File: config.mk
export PLATFORM = sky130hd
export DESIGN_NAME = si53xx_config_loader_flat
export DESIGN_NICKNAME = d
export VERILOG_FILES = /design/src/rtl/si53xx_config_loader_if.sv /design/src/rtl/si53xx_config_loader.sv /design/src/flat_wrapper.sv
export SDC_FILE = /design/constraint.sdc
export NUM_CORES = 1
export LEC_CHECK = 0
export BUFFER_PORTS_ARGS = -buffer_cell sky130_fd_sc_hd__buf_4
export CAP_MARGIN = 0
export CORE_MARGIN = 2
export CORE_UTILIZATION = 55
export CTS_CLUSTER_DIAMETER = 150
export DETAILED_ROUTE_END_ITERATION = 8
export PLACE_DENSITY = 0.76
export RECOVER_POWER = 50
export SLEW_MARGIN = 5
export SYNTH_ARGS = -nofsm -noshare
export SYNTH_HDL_FRONTEND = slang
export SYNTH_SLANG_ARGS = --single-unit
File: constraint.sdc
create_clock -name clk -period 5.7 [get_ports clk]
set_input_delay 0.855 -clock clk [delete_from_list [all_inputs] [get_ports clk]]
set_output_delay 0.855 -clock clk [all_outputs]
set_load 0.03 [all_outputs]
File: src/rtl/si53xx_config_loader_if.sv
// Register-access bus between the PLL bring-up sequencer and the Si53xx SPI
// register interface.
//   if_reset  : reset to the SPI interface (held while the sequencer is idle)
//   if_write  : one-cycle write request, qualified by if_addr/if_wdata
//   if_read   : one-cycle read request, qualified by if_addr
//   if_addr   : register address, stable from request through completion
//   if_wdata  : write data, stable from request through completion
//   if_rdata  : read result, valid in the cycle if_done is high
//   if_done   : one-cycle completion pulse from the SPI interface
// The sequencer uses the master modport; the SPI interface uses the slave modport.
interface si53xx_config_loader_if;
    logic       if_reset;
    logic       if_write;
    logic       if_read;
    logic [7:0] if_addr;
    logic [7:0] if_wdata;
    logic [7:0] if_rdata;
    logic       if_done;

    modport master (
        output if_reset, if_write, if_read, if_addr, if_wdata,
        input  if_rdata, if_done
    );

    modport slave (
        input  if_reset, if_write, if_read, if_addr, if_wdata,
        output if_rdata, if_done
    );
endinterface

File: src/rtl/si53xx_config_loader.sv
// Si53xx PLL bring-up sequencer.
// On start it pulses the PLL hardware reset, waits, streams {reg_addr, data}
// words from a synchronous ROM into the SPI register interface (with a settle
// delay after the preamble words), selects page 0 and polls the status
// register until the loss-of-lock flag clears or the poll budget runs out.
// Ports:
//   clk, reset      : clock and synchronous active-high reset
//   start           : begins a bring-up; sampled only in IDLE/DONE/ERROR
//   busy            : high while a bring-up is in progress
//   cfg_done        : lock achieved, held until the next start or reset
//   cfg_error       : poll budget exhausted, held until the next start or reset
//   pll_reset       : active-high hardware reset to the PLL
//   rom_addr        : ROM read address (holds its last value outside FETCH)
//   rom_data        : {reg_addr, data}, valid one cycle after rom_addr
//   spi             : register-access bus (master side)
module si53xx_config_loader #(
    parameter int         NUM_ENTRIES  = 512,
    parameter int         ROM_AW       = 9,
    parameter int         PREAMBLE_LEN = 3,
    parameter int         DELAY_CYCLES = 30_000_000,
    parameter int         RST_CYCLES   = 1000,
    parameter logic [7:0] STATUS_ADDR  = 8'h0C,
    parameter logic [7:0] LOL_MASK     = 8'h08,
    parameter int         POLL_LIMIT   = 1024,
    parameter int         POLL_GAP     = 1000
) (
    input  logic              clk,
    input  logic              reset,
    input  logic              start,
    output logic              busy,
    output logic              cfg_done,
    output logic              cfg_error,
    output logic              pll_reset,
    output logic [ROM_AW-1:0] rom_addr,
    input  logic [15:0]       rom_data,
    si53xx_config_loader_if.master spi
);

    // One extra index bit so that NUM_ENTRIES == 2**ROM_AW is representable.
    localparam int IDX_W  = ROM_AW + 1;
    localparam int CNT_W  = 32;
    localparam int POLL_W = $clog2(POLL_LIMIT + 1);

    localparam logic [IDX_W-1:0]  NUM_IDX    = IDX_W'(NUM_ENTRIES);
    localparam logic [IDX_W-1:0]  PRE_IDX    = IDX_W'(PREAMBLE_LEN);
    localparam logic [CNT_W-1:0]  RST_LAST   = CNT_W'(RST_CYCLES - 1);
    localparam logic [CNT_W-1:0]  DELAY_LAST = CNT_W'(DELAY_CYCLES - 1);
    localparam logic [CNT_W-1:0]  GAP_LAST   = CNT_W'(POLL_GAP - 1);
    localparam logic [POLL_W-1:0] POLL_MAX   = POLL_W'(POLL_LIMIT);

    typedef enum logic [3:0] {
        IDLE, PLL_RST, RST_WAIT, FETCH, ISSUE, WAIT_WR, DELAY,
        PAGE0, WAIT_PG, POLL_RD, WAIT_RD, GAP, DONE, ERROR
    } state_t;

    state_t            state_reg, state_next;
    logic [IDX_W-1:0]  idx_reg, idx_next;
    logic [CNT_W-1:0]  cnt_reg, cnt_next;
    logic [POLL_W-1:0] poll_reg, poll_next;
    logic [7:0]        addr_reg, addr_next;
    logic [7:0]        wdata_reg, wdata_next;
    logic [ROM_AW-1:0] rom_addr_reg, rom_addr_next;
    logic              write_req, read_req, lock_good;

    always_ff @(posedge clk) begin
        if (reset) begin
            state_reg    <= IDLE;
            idx_reg      <= '0;
            cnt_reg      <= '0;
            poll_reg     <= '0;
            addr_reg     <= '0;
            wdata_reg    <= '0;
            rom_addr_reg <= '0;
        end else begin
            state_reg    <= state_next;
            idx_reg      <= idx_next;
            cnt_reg      <= cnt_next;
            poll_reg     <= poll_next;
            addr_reg     <= addr_next;
            wdata_reg    <= wdata_next;
            rom_addr_reg <= rom_addr_next;
        end
    end

    always_comb begin
        state_next    = state_reg;
        idx_next      = idx_reg;
        cnt_next      = cnt_reg;
        poll_next     = poll_reg;
        addr_next     = addr_reg;
        wdata_next    = wdata_reg;
        rom_addr_next = rom_addr_reg;
        write_req     = 1'b0;
        read_req      = 1'b0;
        lock_good     = (spi.if_rdata & LOL_MASK) == 8'h00;

        case (state_reg)
            IDLE, DONE, ERROR: begin
                if (start) begin
                    state_next = PLL_RST;
                    idx_next   = '0;
                    cnt_next   = '0;
                    poll_next  = '0;
                end
            end
            PLL_RST: begin
                if (cnt_reg == RST_LAST) begin
                    state_next = RST_WAIT;
                    cnt_next   = '0;
                end else begin
                    cnt_next = cnt_reg + CNT_W'(1);
                end
            end
            RST_WAIT: begin
                if (cnt_reg == RST_LAST) begin
                    state_next = FETCH;
                    cnt_next   = '0;
                end else begin
                    cnt_next = cnt_reg + CNT_W'(1);
                end
            end
            FETCH: begin
                rom_addr_next = idx_reg[ROM_AW-1:0];
                state_next    = ISSUE;
            end
            ISSUE: begin
                // rom_data is presented combinationally in the request cycle
                // and latched so it stays stable until if_done.
                addr_next  = rom_data[15:8];
                wdata_next = rom_data[7:0];
                write_req  = 1'b1;
                state_next = WAIT_WR;
            end
            WAIT_WR: begin
                if (spi.if_done) begin
                    idx_next = idx_reg + IDX_W'(1);
                    if (PREAMBLE_LEN != 0 && idx_next == PRE_IDX) begin
                        state_next = DELAY;
                        cnt_next   = '0;
                    end else if (idx_next == NUM_IDX) begin
                        state_next = PAGE0;
                    end else begin
                        state_next = FETCH;
                    end
                end
            end
            DELAY: begin
                if (cnt_reg == DELAY_LAST) begin
                    cnt_next   = '0;
                    state_next = (idx_reg == NUM_IDX) ? PAGE0 : FETCH;
                end else begin
                    cnt_next = cnt_reg + CNT_W'(1);
                end
            end
            PAGE0: begin
                addr_next  = 8'h01;
                wdata_next = 8'h00;
                write_req  = 1'b1;
                state_next = WAIT_PG;
            end
            WAIT_PG: begin
                if (spi.if_done) state_next = POLL_RD;
            end
            POLL_RD: begin
                addr_next  = STATUS_ADDR;
                read_req   = 1'b1;
                poll_next  = poll_reg + POLL_W'(1);
                state_next = WAIT_RD;
            end
            WAIT_RD: begin
                if (spi.if_done) begin
                    if (lock_good) begin
                        state_next = DONE;
                    end else if (poll_reg == POLL_MAX) begin
                        state_next = ERROR;
                    end else if (POLL_GAP == 0) begin
                        state_next = POLL_RD;
                    end else begin
                        state_next = GAP;
                        cnt_next   = '0;
                    end
                end
            end
            GAP: begin
                if (cnt_reg == GAP_LAST) begin
                    state_next = POLL_RD;
                    cnt_next   = '0;
                end else begin
                    cnt_next = cnt_reg + CNT_W'(1);
                end
            end
            default: state_next = IDLE;
        endcase
    end

    assign busy         = !(state_reg inside {IDLE, DONE, ERROR});
    assign cfg_done     = (state_reg == DONE);
    assign cfg_error    = (state_reg == ERROR);
    assign pll_reset    = (state_reg == PLL_RST);
    assign rom_addr     = rom_addr_next;
    assign spi.if_reset = (state_reg == IDLE) || (state_reg == PLL_RST);
    assign spi.if_write = write_req;
    assign spi.if_read  = read_req;
    assign spi.if_addr  = addr_next;
    assign spi.if_wdata = wdata_next;

endmodule

File: src/flat_wrapper.sv
// flat-port wrapper written by rule: the top's interface ports become plain ports
module si53xx_config_loader_flat 
#(
    parameter int         NUM_ENTRIES  = 512,
    parameter int         ROM_AW       = 9,
    parameter int         PREAMBLE_LEN = 3,
    parameter int         DELAY_CYCLES = 30_000_000,
    parameter int         RST_CYCLES   = 1000,
    parameter logic [7:0] STATUS_ADDR  = 8'h0C,
    parameter logic [7:0] LOL_MASK     = 8'h08,
    parameter int         POLL_LIMIT   = 1024,
    parameter int         POLL_GAP     = 1000
)
  (clk, reset, start, busy, cfg_done, cfg_error, pll_reset, rom_addr, rom_data, spi_if_reset, spi_if_write, spi_if_read, spi_if_addr, spi_if_wdata, spi_if_rdata, spi_if_done);
  si53xx_config_loader_if spi_i ();
  input  logic clk;
  input  logic reset;
  input  logic start;
  output logic busy;
  output logic cfg_done;
  output logic cfg_error;
  output logic pll_reset;
  output logic [ROM_AW-1:0] rom_addr;
  input  logic [15:0] rom_data;
  output wire logic [$bits(spi_i.if_reset)-1:0] spi_if_reset;
  output wire logic [$bits(spi_i.if_write)-1:0] spi_if_write;
  output wire logic [$bits(spi_i.if_read)-1:0] spi_if_read;
  output wire logic [$bits(spi_i.if_addr)-1:0] spi_if_addr;
  output wire logic [$bits(spi_i.if_wdata)-1:0] spi_if_wdata;
  input wire logic [$bits(spi_i.if_rdata)-1:0] spi_if_rdata;
  input wire logic [$bits(spi_i.if_done)-1:0] spi_if_done;
  assign spi_if_reset = spi_i.if_reset;
  assign spi_if_write = spi_i.if_write;
  assign spi_if_read = spi_i.if_read;
  assign spi_if_addr = spi_i.if_addr;
  assign spi_if_wdata = spi_i.if_wdata;
  assign spi_i.if_rdata = spi_if_rdata;
  assign spi_i.if_done = spi_if_done;
  si53xx_config_loader #(.NUM_ENTRIES(NUM_ENTRIES), .ROM_AW(ROM_AW), .PREAMBLE_LEN(PREAMBLE_LEN), .DELAY_CYCLES(DELAY_CYCLES), .RST_CYCLES(RST_CYCLES), .STATUS_ADDR(STATUS_ADDR), .LOL_MASK(LOL_MASK), .POLL_LIMIT(POLL_LIMIT), .POLL_GAP(POLL_GAP)) u_core (.clk(clk), .reset(reset), .start(start), .busy(busy), .cfg_done(cfg_done), .cfg_error(cfg_error), .pll_reset(pll_reset), .rom_addr(rom_addr), .rom_data(rom_data), .spi(spi_i));
endmodule
==> flow_summary.yaml, run 1 <==
route:
  routed_wl_um: 10900
  drc: 0
  ant_nets: 0
  met3_length_um: 518
  avgViaCountPerCell: 6.20
  wl_per_cell_um: 15.9
  drt-pass1-iter-count: 5
  drtIter0Drc: 199
  wl_met1_um: 4930
  vias: 4267
  dr_wl_met2_um: 5370
  top_layer: "met4"
power:
  p_leak_nw: 1.78
  power_w: 0.00191
  ir_worst_vdd_mv: 0.183
  pwr_density_cell_nw_per_um2: 375
timing:
  timing.hold.ws_ps: 509
  finalCritPeriodShare_pct: 68.4
  tightest_slew_ps: 1150
  rsz0062_at_grt: "no"
  hold_viol_final: 0
  setup_tns_ps: 0
  finalSetupViolCount: 0
  skew_ps: 9.67
  max_freq_mhz: 257
  min_period_ps: 3900
  final_max_slew_viol_count: 0
  max_slew_margin_pct: 23.2
synth:
  yosysMostFrequentCell: "dfxtp_1"
  syn_area_um2: 4520
  synth-async-reset-ratio_pct: 0
  synth_compound_area_share_pct: 26.3
  ys_types: 65
  synth-seq-area-share_pct: 36.3
  avgSynthCellArea_um2: 8.24
  synth_top_cell_by_area: "dfxtp_1"
  netlist_instances: 549
  synthMuxAreaShare_pct: 2.46
  ys_ff_latch: 82
  synth_area_leaders: "dfxtp_1, a21oi_1, a311oi_1"
  yosys_warnings: 0
  synth_top_area_share_pct: 36.3
  synth_commonest_cells: "dfxtp_1, a21oi_1, nand2_1"
  synth_nets: 584
  synth-xor-area-share_pct: 0.387
  synth_edf_count: 0
  synthSimpleGateAreaFrac_pct: 27.6
  synthFlopType: "dfxtp_1"
  synth_fa_ha_area_share_pct: 1.94
  synth_top_family_by_area: "simple AND/OR/NAND/NOR gates"
layout:
  multi_input_area_um2: 2650
  stdcell_area_um2: 5080
  area_delta_synth_final_pct: 12.4
  fill_cells: 726
  post-route-util_pct: 62.8
  largest_reg_flops: 32
  final_nets: 613
  num_antenna_cells: 0
  seq_area_um2: 1640
  final_layout_size_suffix_gt1_share_pct: 14.4
flow_run:
  drv_cap: 0
worst_setup_path:
  end_kind: "flop"
  worst-r2r-cell-count: 7
  startpoint_type: "flop"
  critPathMaxFanout: 30
  arrival_ps: 4150
  criticalPathCategory: "flop to flop"
  cp_data_required_time_ps: 5960
hold_path:
  holdPathStages: 2
  hold_class: "flop to flop"
clock_network:
  clkSlewWorstSetupHoldPaths_ps: 90
  htree_levels: 3
  clock_latency_ps: 360
  post_cts_resized: 0
  postCtsHoldBufs: 0
  cts-root-buf: "clkbuf_8"
  ctsLongestPathBuffers: 2
  cts_sinks: 82
  post_cts_buffers: 0
  numCtsBuffers: 9
  cts_tree: "yes"
global_routing:
  grt_pass1_wl_um: 18200
  grt_pass1_vias: 3909
  grt_max_degree: 85
  gr-total-overflow: 0
  antenna_found_initial: 0
  grt_usage_pct: 25.0
floorplanning:
  coreArea_um2: 8090
  dieHeight_um: 94.7
  die_x_um: 94.7
  io_pins: 60
  fp-row-count: 33
  initial_utilization_pct: 55.9
  dieArea_um2: 8960
outcome:
  status: "completed"
place:
  hpwl_um: 7310
  placed_area_um2: 4910
  gp_congestion: 0.839
  io_buffers: 52
## worst max-delay path, stage by stage (launching register included)
cell      delay [ps]
dfxtp_1          790
xnor2_1          220
o311ai_0         320
o21a_1           200
or2_0            760
clkbuf_1         920
o21ai_0          260
a311oi_1         330
## layout make-up
| class | count | area share [%] |
|---|---|---|
| Multi-Input combinational cell | 413 | 52.2 |
| Sequential cell | 82 | 32.3 |
| Timing Repair Buffer | 56 | 7.61 |
| Clock buffer | 10 | 2.71 |
| Tap cell | 105 | 2.59 |
| Clock inverter | 6 | 1.45 |
| Inverter | 16 | 1.18 |
## routing by layer
metal | global-route usage, % | up-vias
met2 | 41.0 | 112
met1 | 34.1 | 2018
met3 | 4.39 | 9
met4 | 6.52 | 0
li1 | - | 2128
met5 | 0 | -
## cells in the final DEF, fill, tap and decap left out, types with 3 or more instances in the layout
| cell | instances |
|---|---|
| o21ai_0 | 28 |
| mux2_1 | 6 |
| dfxtp_1 | 82 |
| clkbuf_1 | 9 |
| or3_1 | 9 |
| nor3_1 | 17 |
| a311oi_2 | 4 |
| o21a_1 | 5 |
| mux2_2 | 3 |
| nand3_1 | 29 |
| nand4b_1 | 3 |
| nand2b_1 | 6 |
| a31oi_1 | 10 |
| a21o_1 | 4 |
| buf_4 | 47 |
| nand4_1 | 12 |
| nor4b_1 | 3 |
| a41oi_1 | 7 |
| nor2b_1 | 26 |
| o211ai_1 | 3 |
| a22o_1 | 13 |
| and3_1 | 11 |
| a211oi_1 | 6 |
| ha_1 | 7 |
| and2_1 | 7 |
| or2_2 | 8 |
| nand3b_1 | 7 |
| o31ai_1 | 4 |
| nor2_1 | 34 |
| and2_0 | 3 |
| nand2_1 | 36 |
| a21oi_1 | 42 |
| nor4_1 | 6 |
| inv_1 | 15 |
| a311oi_1 | 23 |
| clkbuf_8 | 10 |
## report_power, final
| group | internal [W] | switching, W |
|---|---|---|
| logic | 0.000255 | 0.000536 |
| clock network | 0.000220 | 0.000230 |
| registers | 0.000606 | 0.0000571 |
| total | 0.00108 | 0.000824 |
## cell families after synthesis
| logic type | count (synthesis) |
|---|---|
| compound gates | 166 |
| xor+xnor | 2 |
| fa+ha+maj | 7 |
| buf+inv | 54 |
| flops | 82 |
| mux | 10 |
| simple gates | 228 |
## path summary, 6_finish.rpt
| kind | from | slack, ps | end |
|---|---|---|---|
| worst max-delay path | u_core.state_reg[0] | 1800 | u_core.cnt_reg[20] |
| worst min-delay path | u_core.poll_reg[10] | 510 | u_core.poll_reg[10] |
| worst max register to register | u_core.state_reg[0] | 1800 | u_core.cnt_reg[20] |
| worst min register to register | u_core.poll_reg[10] | 510 | u_core.poll_reg[10] |
## stage by stage
stage               setup WS, ps  std cells
floorplan                   2790        549
global placement            2670        672
detailed placement          2590        672
CTS                         2180        688
global route                1350        688
finish                      1800        688
Note: power is estimated with default switching activity, not from simulation.
==> run 2: changes to the inputs <==
clock period = 3.7 ns   (was 5.7 ns; I/O delays follow)
==> flow_summary.yaml, run 2 (synthesis gave the netlist of run 1 again) <==
outcome:
  status: "completed"
place:
  io_buffers: 52
  dp_cells: 676
  hpwl_um: 7430
  pre_cts_slack_ps: 956
  gp_congestion: 0.846
global_routing:
  grt_pass1_vias: 3730
  grt_max_degree: 51
  grt_usage_pct: 24.7
  grt_pass1_wl_um: 17800
  antenna_found_initial: 0
  gr-total-overflow: 0
route:
  drtIter0Drc: 141
  vias: 4281
  drt-pass1-iter-count: 4
  routed_wl_um: 10900
  ant_nets: 0
  avgViaCountPerCell: 6.19
  drc: 0
  wl_per_cell_um: 15.7
timing:
  hold_viol_final: 0
  max_freq_mhz: 317
  finalSetupViolCount: 0
  final_max_slew_viol_count: 0
  max_slew_margin_pct: 25.4
  tightest_slew_ps: 1120
  rsz0062_at_grt: "no"
  finalWorstSetupSlack_ps: 545
  skew_ps: 13.5
  setup_tns_ps: 0
  min_period_ps: 3160
  finalCritPeriodShare_pct: 85.3
  timing.hold.ws_ps: 500
power:
  ir_worst_vdd_mv: 0.474
  power_w: 0.00299
  p_leak_nw: 1.80
  pwr_density_cell_nw_per_um2: 583
worst_setup_path:
  path_cells: "or3_1 > clkinv_1 > nor2_1 > a22o_1 > buf_4"
  crit_family: "simple AND/OR/NAND/NOR gates"
  slowest_stage: "dfxtp_1"
  critPathMaxStageDelay_ps: 680
  criticalPathCategory: "flop to output port"
  cp_num_buf_inv: 2
  critPathMaxFanout: 16
  arrival_ps: 2600
  startpoint_type: "flop"
  end_kind: "output port"
  cp_data_required_time_ps: 3140
layout:
  final_nets: 617
  multi_input_area_um2: 2650
  seq_area_um2: 1640
  layout_common_cells: "dfxtp_1, buf_4, a21oi_1"
  area_delta_synth_final_pct: 13.2
  final_cells: 692
  num_antenna_cells: 0
  final_common_cell: "dfxtp_1"
  largest_reg_flops: 32
  fill_cells: 700
  final_layout_size_suffix_gt1_share_pct: 15.0
floorplanning:
  coreArea_um2: 8090
  fp-row-count: 33
  die_x_um: 94.7
  initial_utilization_pct: 55.9
  dieHeight_um: 94.7
  io_pins: 60
  dieArea_um2: 8960
clock_network:
  cts-root-buf: "clkbuf_8"
  post_cts_buffers: 0
  clkSlewWorstSetupHoldPaths_ps: 80
  htree_levels: 3
  post_cts_resized: 0
  clock_latency_ps: 370
  postCtsHoldBufs: 0
  cts_sinks: 82
  cts_tree: "yes"
  ctsLongestPathBuffers: 2
  numCtsBuffers: 9
flow_run:
  drv_cap: 0
hold_path:
  hold_class: "flop to flop"
[run 2: cell type report]
cell class | instances | area share, %
timing repair buffer | 60 | 8.53
tap | 105 | 2.57
multi-input combinational | 413 | 51.7
clock inverter | 6 | 1.44
clock buffer | 10 | 2.49
inverter | 16 | 1.17
sequential | 82 | 32.1
[run 2: routing by layer]
layer / wire length (um) / share of wire (%) / up-vias / GRT usage, %
li1: - / - / 2132 / -
met1: 4990 / 46 / 2020 / 33.7
met3: 480 / 4.4 / 13 / 3.83
met4: 165 / 1.5 / 0 / 9.90
met5: 0 / 0 / - / 0
met2: 5210 / 48 / 116 / 39.2
[run 2: path summary, 6_finish.rpt]
kind,startpoint,to,slack (ps),depth (start not counted)
worst max-delay path,u_core.state_reg[1],spi_if_addr[1],540,5
worst max register to register,u_core.state_reg[1],u_core.cnt_reg[16],690,7
worst min register to register,u_core.cnt_reg[31],u_core.cnt_reg[31],500,1
worst min-delay path,u_core.cnt_reg[31],u_core.cnt_reg[31],500,1
[run 2: metrics by stage]
stage | utilization, % | cell area, um2
3_3_place_gp | 61.2 | 4950
3_5_place_dp | 61.2 | 4950
2_1_floorplan | - | 4520
5_1_grt | 63.2 | 5120
4_1_cts | 63.7 | 5150
6_report | 63.2 | 5120
[run 2: report_power, final]
part,internal (W),leakage (nW),switching (W),total (W)
clock network,0.000322,0.0954,0.000364,0.000686
registers,0.000934,0.662,0.0000605,0.000995
logic,0.000451,1.05,0.000854,0.00131
total,0.00171,1.80,0.00128,0.00299
==> run 3: changes to the inputs <==
==> constraint.sdc (replaced) <==
create_clock -name clk -period 3.7 [get_ports clk]
set_input_delay 0 -clock clk [delete_from_list [all_inputs] [get_ports clk]]
set_output_delay 0 -clock clk [all_outputs]
set_load 0.03 [all_outputs]
==> flow_summary.yaml, run 3 (synthesis gave the netlist of run 1 again) <==
timing:
  tightest_slew_ps: 908
  finalCritPeriodShare_pct: 77.5
  rsz0062_at_grt: "no"
  max_freq_mhz: 349
  skew_ps: 9.26
  max_slew_margin_pct: 39.5
  setup_tns_ps: 0
  finalWorstSetupSlack_ps: 833
  hold_viol_final: 0
  min_period_ps: 2870
  finalSetupViolCount: 0
  final_max_slew_viol_count: 0
route:
  routed_wl_um: 11400
  vias: 4317
  drt-pass1-iter-count: 5
  drc: 0
  ant_nets: 0
  wl_per_cell_um: 16.4
  avgViaCountPerCell: 6.20
  drtIter0Drc: 274
layout:
  post-route-util_pct: 63.3
  final_common_cell: "dfxtp_1"
  final_nets: 621
  largest_reg_flops: 32
  area_delta_synth_final_pct: 13.4
  final_layout_size_suffix_gt1_share_pct: 13.0
  stdcell_area_um2: 5130
  num_antenna_cells: 0
  layout_common_cells: "dfxtp_1, a21oi_1, buf_4"
clock_network:
  post_cts_buffers: 0
  clock_latency_ps: 370
  cts_sinks: 82
  ctsLongestPathBuffers: 2
  htree_levels: 3
  cts-root-buf: "clkbuf_8"
  clkSlewWorstSetupHoldPaths_ps: 90
  numCtsBuffers: 9
  cts_tree: "yes"
global_routing:
  antenna_found_initial: 0
  grt_pass1_vias: 3964
  gr-total-overflow: 0
  grt_usage_pct: 25.7
  grt_pass1_wl_um: 18700
  grt_max_degree: 85
power:
  p_leak_nw: 1.77
  pwr_density_cell_nw_per_um2: 579
  ir_worst_vdd_mv: 0.344
worst_setup_path:
  cp_data_required_time_ps: 3960
  slowest_stage: "or4b_1"
  critPathMaxStageDelay_ps: 450
  worst-r2r-cell-count: 9
  startpoint_type: "flop"
  path_cells: "inv_1 > ha_1 > or4b_1 > o41ai_2 > nand3b_1 > o221ai_2 > a21oi_2 > clkbuf_2 > a311oi_1"
  critPathMaxFanout: 29
  end_kind: "flop"
  worstReg2RegEnd: "u_core.cnt_reg[26]"
  criticalPathCategory: "flop to flop"
  arrival_ps: 3130
  r2r_start: "u_core.poll_reg[0]"
  startpoint: "u_core.poll_reg[0]"
  reg2reg_slack_ps: 830
  cp-endpoint: "u_core.cnt_reg[26]"
hold_path:
  hold_class: "primary input to flop"
  min-delay-start: "rom_data[3]"
outcome:
  status: "completed"
place:
  placed_area_um2: 4910
  pre_cts_slack_ps: 1010
  io_buffers: 52
  hpwl_um: 7520
  gp_congestion: 0.817
floorplanning:
  die_x_um: 94.7
  dieHeight_um: 94.7
  fp-row-count: 33
  dieArea_um2: 8960
  initial_utilization_pct: 55.9
  coreArea_um2: 8090
  io_pins: 60
flow_run:
  drv_cap: 0
-- run 3: cell types whose count changed in the layout (fill, tap and decap cells not counted), sizes merged --
cell / before / now
buf: 53 / 38
clkinv: 1 / 2
inv: 18 / 17
dlygate4sd3: 0 / 7
clkbuf: 17 / 29
-- run 3: routing by layer --
layer / wire length (um) / vias up / GRT usage [%]
met1: 5030 / 2030 / 34.3
met3: 576 / 19 / 3.59
li1: - / 2133 / -
met2: 5600 / 135 / 42.4
met5: 0 / - / 0
met4: 214 / 0 / 9.42
-- run 3: final cells by class --
class | instances | area, um2
clock buffers | 10 | 138
clock inverters | 6 | 73.8
fillers | 763 | 2970
inverters | 16 | 60.1
multi-input cells | 413 | 2650
flip-flops and latches | 82 | 1640
well taps | 105 | 131
repair buffers | 64 | 428
-- run 3: worst min path at each step --
stage                                      to  depth (start not counted)
after floorplan             u_core.cnt_reg[6]                          2
after global placement     u_core.addr_reg[6]                          3
after detailed placement      spi_if_wdata[5]                          3
after CTS                 u_core.wdata_reg[1]                          3
after global routing      u_core.wdata_reg[3]                          3
final                     u_core.wdata_reg[3]                          3
-- run 3: metrics by stage --
stage | hold slack, ps | power, W | std cells
global route | 17.5 | 0.00312 | 696
global placement | 360 | 0.00227 | 673
CTS | 0.0521 | 0.00302 | 696
finish | 1.93 | 0.00297 | 696
detailed placement | 362 | 0.00231 | 673
floorplan | 206 | 0.00199 | 549
-- run 3: critical path, delay by kind of cell, from the launching register on --
family,cells,cell delay [ps]
buffers and inverters,2,490
AND/OR/NAND/NOR,2,630
flip-flops,1,350
adder cells (fa/ha/maj),1,150
AO/OA/AOI/OAI,4,1120
-- run 3: timing repair --
item                                   in CTS  in global routing
endpoints found under the hold margin       7                  0
resized for setup                           0                  0
hold buffers                                7                  0
-- run 3: power breakdown --
group / internal [W] / switching, W
sequential: 0.000934 / 0.0000901
combinational: 0.000390 / 0.000853
clock: 0.000339 / 0.000365
total: 0.00166 / 0.00131
